File: src/rtl/start_arith_engine_pkg.sv
// rtl/start_arith_engine_pkg.sv - shared types for the start-triggered arithmetic engine
// Contents: op_e (operation codes), state_e (FSM encoding), acc_width() helper.
package start_arith_pkg;

  typedef enum logic [1:0] {
    ADD = 2'b00,
    MUL = 2'b01,
    MAC = 2'b10,
    CLR = 2'b11
  } op_e;

  typedef enum logic [1:0] {
    IDLE = 2'b00,
    CALC = 2'b01,
    DONE = 2'b10
  } state_e;

  // Accumulator width: full product plus guard bits.
  function automatic int acc_width(input int width, input int guard);
    return 2 * width + guard;
  endfunction

endpackage

File: src/rtl/start_arith_engine_if.sv
// rtl/start_arith_engine_if.sv - request/response bundle for start_arith_engine
// master: drives start, op, a, b; observes busy, done, result, acc, ovf, err.
// slave : the engine side of the same signals.
interface start_arith_engine_if
  import start_arith_pkg::*;
#(
  parameter int WIDTH = 8,
  parameter int GUARD = 4
);
  localparam int ACC_W = acc_width(WIDTH, GUARD);

  logic                 start;
  op_e                  op;
  logic [WIDTH-1:0]     a;
  logic [WIDTH-1:0]     b;
  logic                 busy;
  logic                 done;
  logic [2*WIDTH-1:0]   result;
  logic [ACC_W-1:0]     acc;
  logic                 ovf;
  logic                 err;

  modport master (
    output start, op, a, b,
    input  busy, done, result, acc, ovf, err
  );

  modport slave (
    input  start, op, a, b,
    output busy, done, result, acc, ovf, err
  );
endinterface

File: src/rtl/start_arith_engine_seq_mult.sv
// rtl/start_arith_engine_seq_mult.sv - LSB-first shift-add multiplier, one step per cycle
// Ports: clk, rst_n (async low); load latches a/b and starts WIDTH steps;
// last flags the final step; product_next is the partial product after the current step.
module seq_mult #(
  parameter int WIDTH = 8
) (
  input  logic                 clk,
  input  logic                 rst_n,
  input  logic                 load,
  input  logic [WIDTH-1:0]     a,
  input  logic [WIDTH-1:0]     b,
  output logic                 last,
  output logic [2*WIDTH-1:0]   product_next
);
  localparam int CNT_W = $clog2(WIDTH);

  logic [2*WIDTH-1:0] mcand;
  logic [2*WIDTH-1:0] pp;
  logic [WIDTH-1:0]   mplier;
  logic [CNT_W-1:0]   cnt;
  logic               active;

  assign last         = active && (cnt == CNT_W'(WIDTH - 1));
  // Exposed combinationally so the caller can capture the full product on the last step.
  assign product_next = pp + (mplier[0] ? mcand : '0);

  always_ff @(posedge clk or negedge rst_n) begin
    if (!rst_n) begin
      mcand  <= '0;
      pp     <= '0;
      mplier <= '0;
      cnt    <= '0;
      active <= 1'b0;
    end else if (load) begin
      mcand  <= {{WIDTH{1'b0}}, a};
      mplier <= b;
      pp     <= '0;
      cnt    <= '0;
      active <= 1'b1;
    end else if (active) begin
      pp     <= product_next;
      mcand  <= mcand << 1;
      mplier <= mplier >> 1;
      cnt    <= cnt + 1'b1;
      if (last) active <= 1'b0;
    end
  end
endmodule

File: src/rtl/start_arith_engine.sv
// rtl/start_arith_engine.sv - start-edge triggered ADD/MUL/MAC/CLR engine with accumulator
// Ports: clk, rst_n (async low), bus (slave): start/op/a/b in; busy/done/result/acc/ovf/err out.
// ADD and CLR finish on the launching edge; MUL/MAC take WIDTH cycles in seq_mult.
module start_arith_engine
  import start_arith_pkg::*;
#(
  parameter int WIDTH = 8,
  parameter int GUARD = 4
) (
  input  logic                 clk,
  input  logic                 rst_n,
  start_arith_engine_if.slave  bus
);
  localparam int ACC_W = acc_width(WIDTH, GUARD);

  localparam logic [1:0] ST_IDLE = IDLE;
  localparam logic [1:0] ST_CALC = CALC;
  localparam logic [1:0] ST_DONE = DONE;

  logic [1:0]         state;
  logic               start_q;
  logic               rise;
  op_e                op_q;
  logic [2*WIDTH-1:0] result;
  logic [ACC_W-1:0]   acc;
  logic               ovf;
  logic               err;

  logic               mult_load;
  logic               mult_last;
  logic [2*WIDTH-1:0] product_next;
  logic [ACC_W:0]     acc_sum;
  logic [WIDTH:0]     add_sum;

  assign rise      = bus.start & ~start_q;
  assign mult_load = (state == ST_IDLE) && rise && ((bus.op == MUL) || (bus.op == MAC));
  assign add_sum   = {1'b0, bus.a} + {1'b0, bus.b};
  // One extra bit on top catches the wrap out of the accumulator.
  assign acc_sum   = {1'b0, acc} + {{(ACC_W + 1 - 2*WIDTH){1'b0}}, product_next};

  seq_mult #(.WIDTH(WIDTH)) u_mult (
    .clk          (clk),
    .rst_n        (rst_n),
    .load         (mult_load),
    .a            (bus.a),
    .b            (bus.b),
    .last         (mult_last),
    .product_next (product_next)
  );

  always_ff @(posedge clk or negedge rst_n) begin
    if (!rst_n) begin
      state   <= ST_IDLE;
      start_q <= 1'b0;
      op_q    <= ADD;
      result  <= '0;
      acc     <= '0;
      ovf     <= 1'b0;
      err     <= 1'b0;
    end else begin
      start_q <= bus.start;
      // Any rise outside IDLE, including the DONE->IDLE edge, is refused.
      err     <= rise && (state != ST_IDLE);
      case (state)
        ST_IDLE: begin
          if (rise) begin
            case (bus.op)
              ADD: begin
                result <= {{(WIDTH-1){1'b0}}, add_sum};
                state  <= ST_DONE;
              end
              CLR: begin
                acc   <= '0;
                ovf   <= 1'b0;
                state <= ST_DONE;
              end
              default: begin
                op_q  <= bus.op;
                state <= ST_CALC;
              end
            endcase
          end
        end
        ST_CALC: begin
          if (mult_last) begin
            result <= product_next;
            if (op_q == MAC) begin
              acc <= acc_sum[ACC_W-1:0];
              if (acc_sum[ACC_W]) ovf <= 1'b1;
            end
            state <= ST_DONE;
          end
        end
        ST_DONE: state <= ST_IDLE;
        default: state <= ST_IDLE;
      endcase
    end
  end

  assign bus.busy   = (state == ST_CALC);
  assign bus.done   = (state == ST_DONE);
  assign bus.result = result;
  assign bus.acc    = acc;
  assign bus.ovf    = ovf;
  assign bus.err    = err;
endmodule

File: src/flat_wrapper.sv
// flat-port wrapper written by rule: the top's interface ports become plain ports
module start_arith_engine_flat import start_arith_pkg::*;
#(
  parameter int WIDTH = 8,
  parameter int GUARD = 4
)
  (clk, rst_n, bus_start, bus_op, bus_a, bus_b, bus_busy, bus_done, bus_result, bus_acc, bus_ovf, bus_err);
  start_arith_engine_if #(.WIDTH(WIDTH), .GUARD(GUARD)) bus_i ();
  input  logic clk;
  input  logic rst_n;
  input wire logic [$bits(bus_i.start)-1:0] bus_start;
  input wire logic [$bits(bus_i.op)-1:0] bus_op;
  input wire logic [$bits(bus_i.a)-1:0] bus_a;
  input wire logic [$bits(bus_i.b)-1:0] bus_b;
  output wire logic [$bits(bus_i.busy)-1:0] bus_busy;
  output wire logic [$bits(bus_i.done)-1:0] bus_done;
  output wire logic [$bits(bus_i.result)-1:0] bus_result;
  output wire logic [$bits(bus_i.acc)-1:0] bus_acc;
  output wire logic [$bits(bus_i.ovf)-1:0] bus_ovf;
  output wire logic [$bits(bus_i.err)-1:0] bus_err;
  assign bus_i.start = bus_start;
  assign bus_i.op = bus_op;
  assign bus_i.a = bus_a;
  assign bus_i.b = bus_b;
  assign bus_busy = bus_i.busy;
  assign bus_done = bus_i.done;
  assign bus_result = bus_i.result;
  assign bus_acc = bus_i.acc;
  assign bus_ovf = bus_i.ovf;
  assign bus_err = bus_i.err;
  start_arith_engine #(.WIDTH(WIDTH), .GUARD(GUARD)) u_core (.clk(clk), .rst_n(rst_n), .bus(bus_i));
endmodule
File: config.mk
export PLATFORM = sky130hd
export DESIGN_NAME = start_arith_engine_flat
export DESIGN_NICKNAME = d
export VERILOG_FILES = /design/src/rtl/start_arith_engine_pkg.sv /design/src/rtl/start_arith_engine_if.sv /design/src/rtl/start_arith_engine_seq_mult.sv /design/src/rtl/start_arith_engine.sv /design/src/flat_wrapper.sv
export SDC_FILE = /design/constraint.sdc
export NUM_CORES = 1
export LEC_CHECK = 0
export ABC_AREA = 1
export CAP_MARGIN = 20
export CORE_ASPECT_RATIO = 1.4
export CORE_MARGIN = 2
export CORE_UTILIZATION = 55
export CTS_CLUSTER_SIZE = 20
export DETAILED_ROUTE_END_ITERATION = 16
export GPL_ROUTABILITY_DRIVEN = 0
export PLACE_DENSITY = 0.85
export SYNTH_ARGS = -nofsm -noshare
export SYNTH_HDL_FRONTEND = slang
export SYNTH_SLANG_ARGS = --single-unit
File: constraint.sdc
create_clock -name clk -period 4.1 [get_ports clk]
set_clock_uncertainty 0.1 [all_clocks]
set_input_delay 0.82 -clock clk [delete_from_list [all_inputs] [get_ports clk]]
set_output_delay 0.82 -clock clk [all_outputs]
set_load 0.005 [all_outputs]
[After elaboration in Yosys (flattened, before gate mapping)]
Cells that the tools add are included.
Storage, ports and cells
  output and inout port bits: 40
  register bits after elaboration: 87
  bits of input ports: 21
  logic and storage cells: 79
Cells by class
  $add $sub $neg: 4
  equal/unequal tests: 13
  muxes and demuxes: 31
  bitwise operators: 3
  reductions and logical operators: 16
Operator list (number)
  two-way mux 16 bit: 8
  two-way mux 20 bit: 4
  case mux 20 bit (2 select lines): 1
  case mux 16 bit (2 select lines): 1
  adder 20 x 16 -> 21 bit: 1
  adder 16 bit: 1
  two-way mux 8 bit: 2
  adder 8 x 8 -> 9 bit: 1
  equality test 2 bit, second input constant: 4
  two-way mux 1 bit: 8
  != test 2 x 1 -> 1 bit, second input constant: 4
  two-way mux 2 bit: 3
  two-way mux 3 bit: 2
  AND reduction 6 bit: 1
  nonzero test 2 bit: 3
  AND reduction 5 bit: 1
  equality test 2 x 1 -> 1 bit, second input constant: 2
  logical AND 1 bit: 4
  logical NOT 2 bit: 2
  != test 2 bit, second input constant: 2
  case mux 2 bit (2 select lines): 1
  AND reduction 4 bit: 1
  adder 3 x 1 -> 3 bit, second input constant: 1
  equality test 3 bit, second input constant: 1
  7 further kinds: 8

[Longest topological paths before layout]
Gate-level depths: netlist of run 1.
  depth after elaboration: 7
  mapped depth: 24
  depth with buffers taken out: 23

[Hierarchy]
Synthesis of run 1 repeated with hierarchy kept, for this count alone.
Second synthesis, totals
  cell total of the unflattened synthesis: 816
  area total of the unflattened synthesis: 5934.4 µm²
Modules (own cells, without submodules)
  start_arith_engine: seq. area each 1076.0 µm², area an instance 3100.5 µm², cells each 436, times used 1
  seq_mult: seq. area each 1101.1 µm², area an instance 2834.0 µm², cells each 380, times used 1

[Worst setup path after synthesis of run 1]
Ideal clock, no wire load.
  path type: register -> register
  start point: register u_core.u_mult.mplier[0]
  end point: register u_core.acc[19], in the netlist u_core.bus.acc[19]
  cell stages (with the launch flop): 22
  period minus slack after synthesis: 3.209 ns
  setup slack: 0.891 ns
  arrival: 2.990 ns
  path through: dfrtp_1 -> clkbuf_1 -> clkbuf_1 -> nand2_1 -> inv_1 -> ha_1 -> a21oi_1 -> nor2_1 -> nor2_1 -> nand2_1 -> nand2_1 -> nand3_1 -> and2_1 -> ha_1 -> nand2_1 -> nor2_1 -> and2_1 -> nand3b_1 -> nand3_1 -> nand3_1 -> nand2_1 -> nor2_1
On the way
  cells in the longest elaborated chain, start to end: 6
Ends and longest elaborated chain
  from (decl): line start_arith_engine_seq_mult.sv:19  | logic [WIDTH-1:0] mplier;
  from (signal assigned): line start_arith_engine_seq_mult.sv:43  | mplier <= mplier >> 1;
  two-way mux 16 bit: line start_arith_engine_seq_mult.sv:25  | assign product_next = pp + (mplier[0] ? mcand : '0);
  adder 16 bit: line start_arith_engine_seq_mult.sv:25
  adder 20 x 16 -> 21 bit: line start_arith_engine.sv:39  | assign acc_sum = {1'b0, acc} + {{(ACC_W + 1 - 2*WIDTH){1'b0}}, product_next};
  two-way mux 20 bit: line start_arith_engine.sv:87  | if (op_q == MAC) begin
  two-way mux 20 bit: line start_arith_engine.sv:85  | if (mult_last) begin
  case mux 20 bit (2 select lines): line start_arith_engine.sv:64  | case (state)
  to (signal assigned): line start_arith_engine.sv:88  | acc <= acc_sum[ACC_W-1:0];
  to (decl): line start_arith_engine.sv:25  | logic [ACC_W-1:0] acc;
No other way between the ends. The select of a mux whose other input is x is not followed.
A chain may end at the register's enable or synchronous reset.

[Final worst setup path of run 1]
Ends and elaborated chain as after synthesis.

==> results summary, run 1 <==
The flow ran to the end, and the final reports show no timing, DRC or antenna violations. In this run, synthesis inferred 0 flip-flops with an integrated enable. Of all cell types, the one taking the most synthesized area is dfrtp_1. The most used flip-flop cell after synthesis is dfrtp_1.

The latest clock arrival within the worst-skew pair came out at 0.35 ns. The critical path ends at u_core.bus.acc[19]. The first global-routing pass estimated 24600 µm of wire. The share of final-layout standard cells stronger than drive strength 1 came out at 3.94%. The cell area after synthesis is 0.00601 mm². The number of cells on the worst reg-to-reg path is 20. The final critical path takes up 86.1% of the cycle. After detailed routing, the number of remaining DRC violations is 0. After synthesis, the share of flip-flops with an asynchronous set or reset is 100%. For this block, the routed nets add up to 15000 µm of wire. The HPWL reported at the end of detailed placement is 11200 µm. The total setup violations reported at the end of the flow is 0. Sorting the synthesized cells by how often they occur yields 305 x nand2_1, 118 x inv_1, 87 x dfrtp_1. The total number of vias is 5678. In this run the static leakage power is 3.80 nW.

The share of Yosys cell area claimed by the top area cell type came out at 36.2%. The count of non-filler cells in the finished layout is 1055. For this run, the register share of the synthesized area comes to 36.2%. The initialized floorplan defines 45 standard-cell rows. The deepest level of the CTS H-tree came out at 3. The beginning of the critical path is u_core.u_mult.mplier[0]. The post-route minimum period is 3.53 ns. The number of nets handed over by synthesis was 921. The worst hold slack is 0.344 ns. The post-synthesis average cell area is 7.05 µm².

In this run the post-CTS setup repair buffer count came out at 0. The sort of element at the start of the critical path is a register. The power density over the cells came out at 562 mW/mm². After synthesis, the largest family of logic cells by area is simple AND/OR/NAND/NOR gates. The post-synthesis xor/xnor area fraction is 1.17%. The number of storage elements in the synthesis netlist came out at 87.

In this run the vertical extent of the chip is 128 µm. The violation count after the first detailed-route iteration came out at 349. The clock tree buffer depth came out at 2. The width of the die is 92.4 µm. The vias per cell is 5.38. The count of endpoints failing hold in the final timing report came to 0.

Among all cell types in the netlist, the one instantiated most often is nand2_1. The worst setup path is captured at a register. The number of violations of the max-capacitance limit came out at 0.

TritonCTS built the clock tree. For the worst setup path, the data required time is 4.24 ns. The number of nets with antenna violations after routing came out at 0. The starting utilization of the core area is 55.9%. The number of cells produced by synthesis came out at 853.

The number of top-level pins is 61. The global router's overall resource usage is 26.2%. In this run the tool buffered the top-level ports with 60 buffer cells. The final number of max-transition violations was 0. IR analysis of the VDD net gives a maximum drop of 0.321 mV. The completed layout was analyzed and its total power is 3.93 mW. Clock-pin slew was measured on the worst setup and hold paths at 0.07 ns. The amount of wire on met3 after detailed routing is 646 µm.

The number of warnings reported in the yosys synthesis log came out at 0. The total die area is 0.0118 mm². Measured on the finished design, the core utilization comes to 64.9%. The tree is rooted in a clkbuf_16.

The area growth from synthesis to layout came out at 16.1%. The min-delay analysis places its worst path in the category reg2reg. The met1 layer wirelength in the final routing is 6430 µm. Setup repair after global routing left no endpoint under its margin. The number of different library cells used by synthesis comes to 40.

Summing the areas of all compound-gate instances in the mapped netlist gives 10.3% of the synthesized area. The number of antenna diodes is 0. The adder-cell area share of the yosys netlist came out at 10.2%. Once placement finished, the instance area stood at 0.00670 mm². The largest fanout on the critical path came out at 17. The worst setup path is of the reg2reg kind. Clock tree synthesis found a total of 87 sinks. The post-synthesis share of cell area spent on and, or, nand and nor gates is 32.7%. After synthesis, the cell types taking the most area are dfrtp_1 36%, nand2_1 19%, ha_1 9.2%. The core outline area is 0.0108 mm². The number of gates resized after CTS was 0. The net count of the finished layout came out at 979.

The total CTS buffers came out at 9. The summed negative setup slack over all endpoints came out at 0 ns. The normalized max-slew margin came out at 61.9%. The maximum clock rate is 283 MHz. The overflow left after global routing is 0.

The actual slew at the worst max-slew pin came out at 0.572 ns. The detailed route wirelength on metal2 is 7430 µm. Once layout is done, the placed cells without fillers occupy 0.00698 mm².

The detailed-router iteration count before antenna repair is 5. The via count of the first global-routing pass was 5283. The setup slack at placement came out at 0.580 ns. The endpoint identified for the worst register-to-register timing path is u_core.bus.acc[19]. The reg2reg setup slack came out at 0.57 ns. The wire length per cell is 14.2 µm.

Entering global routing, the biggest net connects 88 pins. The worst register-to-register path begins at u_core.u_mult.mplier[0]. The top routing layer in use is met4. The launch point of the worst hold path is u_core.start_q.

The initial antenna violation count is 0. The total instance count after detailed placement came out at 1040. The critical path arrival came out at 3.67 ns. The share of synthesized area spent on multiplexers is 0%. Buffers inserted to repair hold after CTS numbered 0.

The final worst slack is 0.569 ns.
## layout by cell type, fill, tap and decap left out, types with 5 or more instances in the layout
cell type,synthesis,final
xor2_1,6,6
clkbuf_16,0,9
nor2_1,56,56
o21ai_0,35,35
inv_2,5,5
nand3b_1,5,5
ha_1,44,44
a21oi_1,34,34
nand3_1,65,65
o221ai_1,7,7
clkdlybuf4s50_1,0,59
inv_1,118,118
nand2_1,305,305
dfrtp_1,87,87
nand4_1,7,7
and2_1,11,11
o22ai_1,8,8
## flip-flops by register name, indices dropped and copies added, names as in the netlist
register / count
u_core.u_mult.mcand: 16
u_core.u_mult.active: 1
u_core.bus.err: 1
u_core.bus.ovf: 1
u_core.op_q: 2
u_core.u_mult.pp: 16
u_core.start_q: 1
u_core.u_mult.cnt: 3
u_core.bus.acc: 20
u_core.bus.result: 16
u_core.u_mult.mplier: 8
u_core.state: 2
## power by group
group	total, mW	internal, mW	switching [mW]
logic	1.87	0.692	1.18
registers	1.29	1.11	0.187
clock network	0.761	0.421	0.340
total	3.93	2.22	1.71
## layout make-up
| cell class | count | area, µm² |
|---|---|---|
| clock inverters | 3 | 21.3 |
| multi-input cells | 626 | 3260 |
| flip-flops and latches | 87 | 2180 |
| well taps | 141 | 176 |
| repair buffers | 63 | 633 |
| inverters | 124 | 468 |
| fillers | 982 | 3770 |
| clock buffers | 11 | 243 |
## worst min path at each step
stage	end	slack [ns]	depth (start not counted)
6_report	u_core.bus.err	0.34	1
5_1_grt	u_core.bus.err	0.38	1
4_1_cts	u_core.bus.err	0.34	1
3_5_place_dp	u_core.bus.err	0.33	1
3_3_place_gp	u_core.bus.err	0.32	1
2_1_floorplan	u_core.bus.err	0.31	1
## cells by family (layout without fill, tap and decap cells)
family / count (synthesis) / in the layout
AND/OR/NAND/NOR: 465 / 465
adder cells (fa/ha/maj): 47 / 47
XOR/XNOR: 8 / 8
buffers and inverters: 140 / 201
AO/OA/AOI/OAI: 106 / 106
flip-flops: 87 / 87
## worst max-delay path, stage by stage (launching register included)
cell and delay [ns]:
dfrtp_1 0.55, nand2_1 0.13, inv_1 0.05, ha_1 0.21, fa_1 0.43, nand3_1 0.09
nand2_1 0.10, nand2_1 0.10, nand2_1 0.07, nand3_1 0.10, nand3_1 0.11, and2_1 0.19
ha_1 0.37, nand2_1 0.12, nor2_1 0.18, and2_1 0.17, nand3b_1 0.08, nand3_1 0.10
nand3_1 0.07, nand2_1 0.06, nor2_1 0.04
## per-layer routing
layer	track usage, %	vias up
met4	12.3	0
met3	3.94	41
li1	-	2849
met2	45.1	164
met5	0	-
met1	32.3	2624
Power figures use the tool's default switching activity.
==> run 2, diff against run 1 <==
TNS_END_PERCENT = 10   (was default)
==> results of run 2 <==
The final DEF is identical to that of run 1; final timing and power are the same.
==> run 3, diff against run 2 <==
MAX_ROUTING_LAYER = met4   (was default)
==> run 3 against run 2 <==
Compared with the run above:
- via count about the same
- first-iteration DRC count down 4.3%
- register-to-register slack about the same
- sequential share of layout area unchanged
- clock power down 0.7%
- maximum frequency down 0.13%
- critical path depth unchanged
- largest cell class unchanged
- largest power group unchanged
- highest routed layer unchanged
==> results summary, run 3 (same netlist as run 1, synthesis figures left out) <==
The area growth from synthesis to layout is 16.1% (unchanged). The row count is 45 (unchanged). The flip-flop count of the largest register after layout is 20 (unchanged). The required time reported for the critical path endpoint is 4.24 ns (about the same).

The final cell utilization of the core is 64.9% (unchanged). The number of nets with antenna violations after routing is 0 (unchanged). The design area is 0.00698 mm² (unchanged). The detailed-router iteration count before antenna repair came to 5 (unchanged). The latest clock arrival within the worst-skew pair came out at 0.34 ns (about the same). The width of the die is 92.4 µm (unchanged). The global-route track usage on met1 came to 32.2% (-0.076 points).

The top register by number of flip-flops is u_core.bus.acc. The library cell used most frequently in the layout, excluding fill and tap cells, is nand2_1. The HPWL reported at the end of detailed placement came out at 11200 µm (unchanged). The number of top-level pins was 61 (unchanged).

The via count of the first global-routing pass is 5299 (+0.30%). The count of cells resized by post-cts repair came out at 0 (unchanged). The core outline area came out at 0.0108 mm² (unchanged). The port buffer count is 60 (unchanged). STA classifies the critical path startpoint as a register.

The period utilization is 86.2% (+0.11 points). The vertical die dimension is 128 µm (unchanged). The first-pass GRT wire length is 24600 µm (about the same). The met2 routing resource usage after global routing is 45.1% (about the same). The normalized max-slew margin is 61.9% (about the same). The cell seen most often among critical-path stages is nand2_1. The kind of cell adding the most delay to the critical path is simple AND/OR/NAND/NOR gates. The post-route minimum period came out at 3.54 ns (+0.00450 ns).

The clock tree buffer depth is 2 (unchanged). The number of violations of the max-capacitance limit is 0 (unchanged). The flow ran to the end, and the final reports show no timing, DRC or antenna violations. The final worst slack is 0.565 ns (-0.00450 ns). The sink count of the clock tree is 87 (unchanged). The CTS clock-pin slew for the worst setup and hold paths came out at 0.07 ns (about the same). The cell at the root of the clock tree is clkbuf_16. The vias per cell came out at 5.38 (about the same).

The library cells used most frequently in the layout, excluding fill and tap cells, are 305 x nand2_1, 118 x inv_1, 87 x dfrtp_1, 65 x nand3_1, 59 x clkdlybuf4s50_1. The type of the setup path with the least slack is reg2reg. The standard cell area after detailed placement came out at 0.00670 mm² (unchanged).

The number of buffers added to fix hold violations after cts is 0 (unchanged). The net count of the finished layout came out at 979 (unchanged). The wire length per cell is 14.1 µm (-0.80%). The number of antenna diodes came out at 0 (unchanged). Walking the worst path, the cells encountered are nand2_1 > inv_1 > ha_1 > fa_1 > nand3_1 > nand2_1 > nand2_1 > nand2_1 > nand3_1 > nand3_1 > and2_1 > ha_1 > nand2_1 > nor2_1 > and2_1 > nand3b_1 > nand3_1 > nand3_1 > nand2_1 > nor2_1.

The largest fanout on the critical path is 17 (unchanged). TritonCTS built the clock tree. The final number of max-transition violations is 0 (unchanged). The summed negative setup slack over all endpoints was 0 ns (unchanged). The leakage dissipation came to 3.80 nW (unchanged). The buffer and inverter count on the worst path is 1 (unchanged).

The met3 global-route usage came out at 4.12% (+0.18 points). The overflow left after global routing came out at 0 (unchanged). Setup repair after global routing left no endpoint under its margin. The total setup violations reported at the end of the flow came out at 0 (unchanged). The actual slew at the worst max-slew pin is 0.572 ns (-0.0000884 ns).

The DRC violation count after routing came out at 0 (unchanged). The total of fill cells in the finished design came out at 982 (unchanged). The global router's overall resource usage is 27.0% (+0.76 points).

The total number of vias came to 5679 (+0.018%). The share of final-layout standard cells stronger than drive strength 1 came out at 3.94% (unchanged). The critical path arrival came out at 3.68 ns (about the same). The post-detailed-routing wire length is 14900 µm (-0.80%). The path category of the worst min-delay check is reg2reg. The deepest level of the CTS H-tree was 3 (unchanged).

The maximum vdd ir drop was 0.320 mV (-0.37%). On the critical path, the stage with the largest delay is an instance of dfrtp_1. The power density over the cells is 561 mW/mm² (-0.18%). The count of endpoints failing hold in the final timing report is 0 (unchanged). The peak per-stage delay on the critical path is 0.55 ns (about the same). The pin count of the biggest net entering global routing came out at 88 (unchanged).

The setup slack at placement is 0.580 ns (unchanged). The starting utilization of the core area is 55.9% (unchanged). The total die area came out at 0.0118 mm² (unchanged). The total CTS buffers came out at 9 (unchanged). The post-CTS setup-driven buffer insertion count is 0 (unchanged). The maximum clock rate is 283 MHz (-0.13%).

The endpoint type of the worst setup path is a register. The violation count after the first detailed-route iteration came out at 334 (-4.3%). The initial antenna violation count is 0 (unchanged). In this run the most used layer during global routing was met2.
[run 3: cell counts in the layout (fill, tap and decap cells not counted)]
Identical to the previous run, type by type.
[run 3: final timing paths]
kind                       slack (ns)  depth (start not counted)                   end                    start
max reg2reg                      0.56                         20    u_core.bus.acc[19]  u_core.u_mult.mplier[0]
min                              0.34                          1        u_core.bus.err           u_core.start_q
min in group asynchronous        0.36                          1        u_core.op_q[0]                    rst_n
max                              0.56                         20    u_core.bus.acc[19]  u_core.u_mult.mplier[0]
min reg2reg                      0.34                          1        u_core.bus.err           u_core.start_q
max in group asynchronous        2.91                          2  u_core.u_mult.pp[13]                    rst_n
[run 3: cell type report]
cell class,instances,area (µm²),area share [%]
clock buffer,11,243,3.48
clock inverter,3,21.3,0.305
inverter,124,468,6.70
multi-input combinational,626,3260,46.7
sequential,87,2180,31.2
tap,141,176,2.53
timing repair buffer,63,633,9.07
[run 3: power breakdown]
part	switching [mW]	leakage (nW)	total (mW)	internal [mW]
sequential	0.186	1.15	1.29	1.11
clock	0.336	0.127	0.756	0.421
combinational	1.18	2.52	1.87	0.692
[run 3: metrics by stage]
step | power (mW) | cells | hold slack [ns]
finish | 3.92 | 1055 | 0.344
detailed placement | 3.16 | 1040 | 0.334
global route | 4.21 | 1055 | 0.375
global placement | 3.11 | 1040 | 0.318
CTS | 3.92 | 1054 | 0.343
floorplan | 2.58 | 853 | 0.309
[run 3: metal layers]
layer | share of wire (%) | up-vias | routed length [µm]
li1 | - | 2853 | -
met1 | 42 | 2609 | 6270
met2 | 50 | 173 | 7380
met3 | 5.0 | 44 | 739
met4 | 3.3 | 0 | 494
met5 | 0 | - | 0
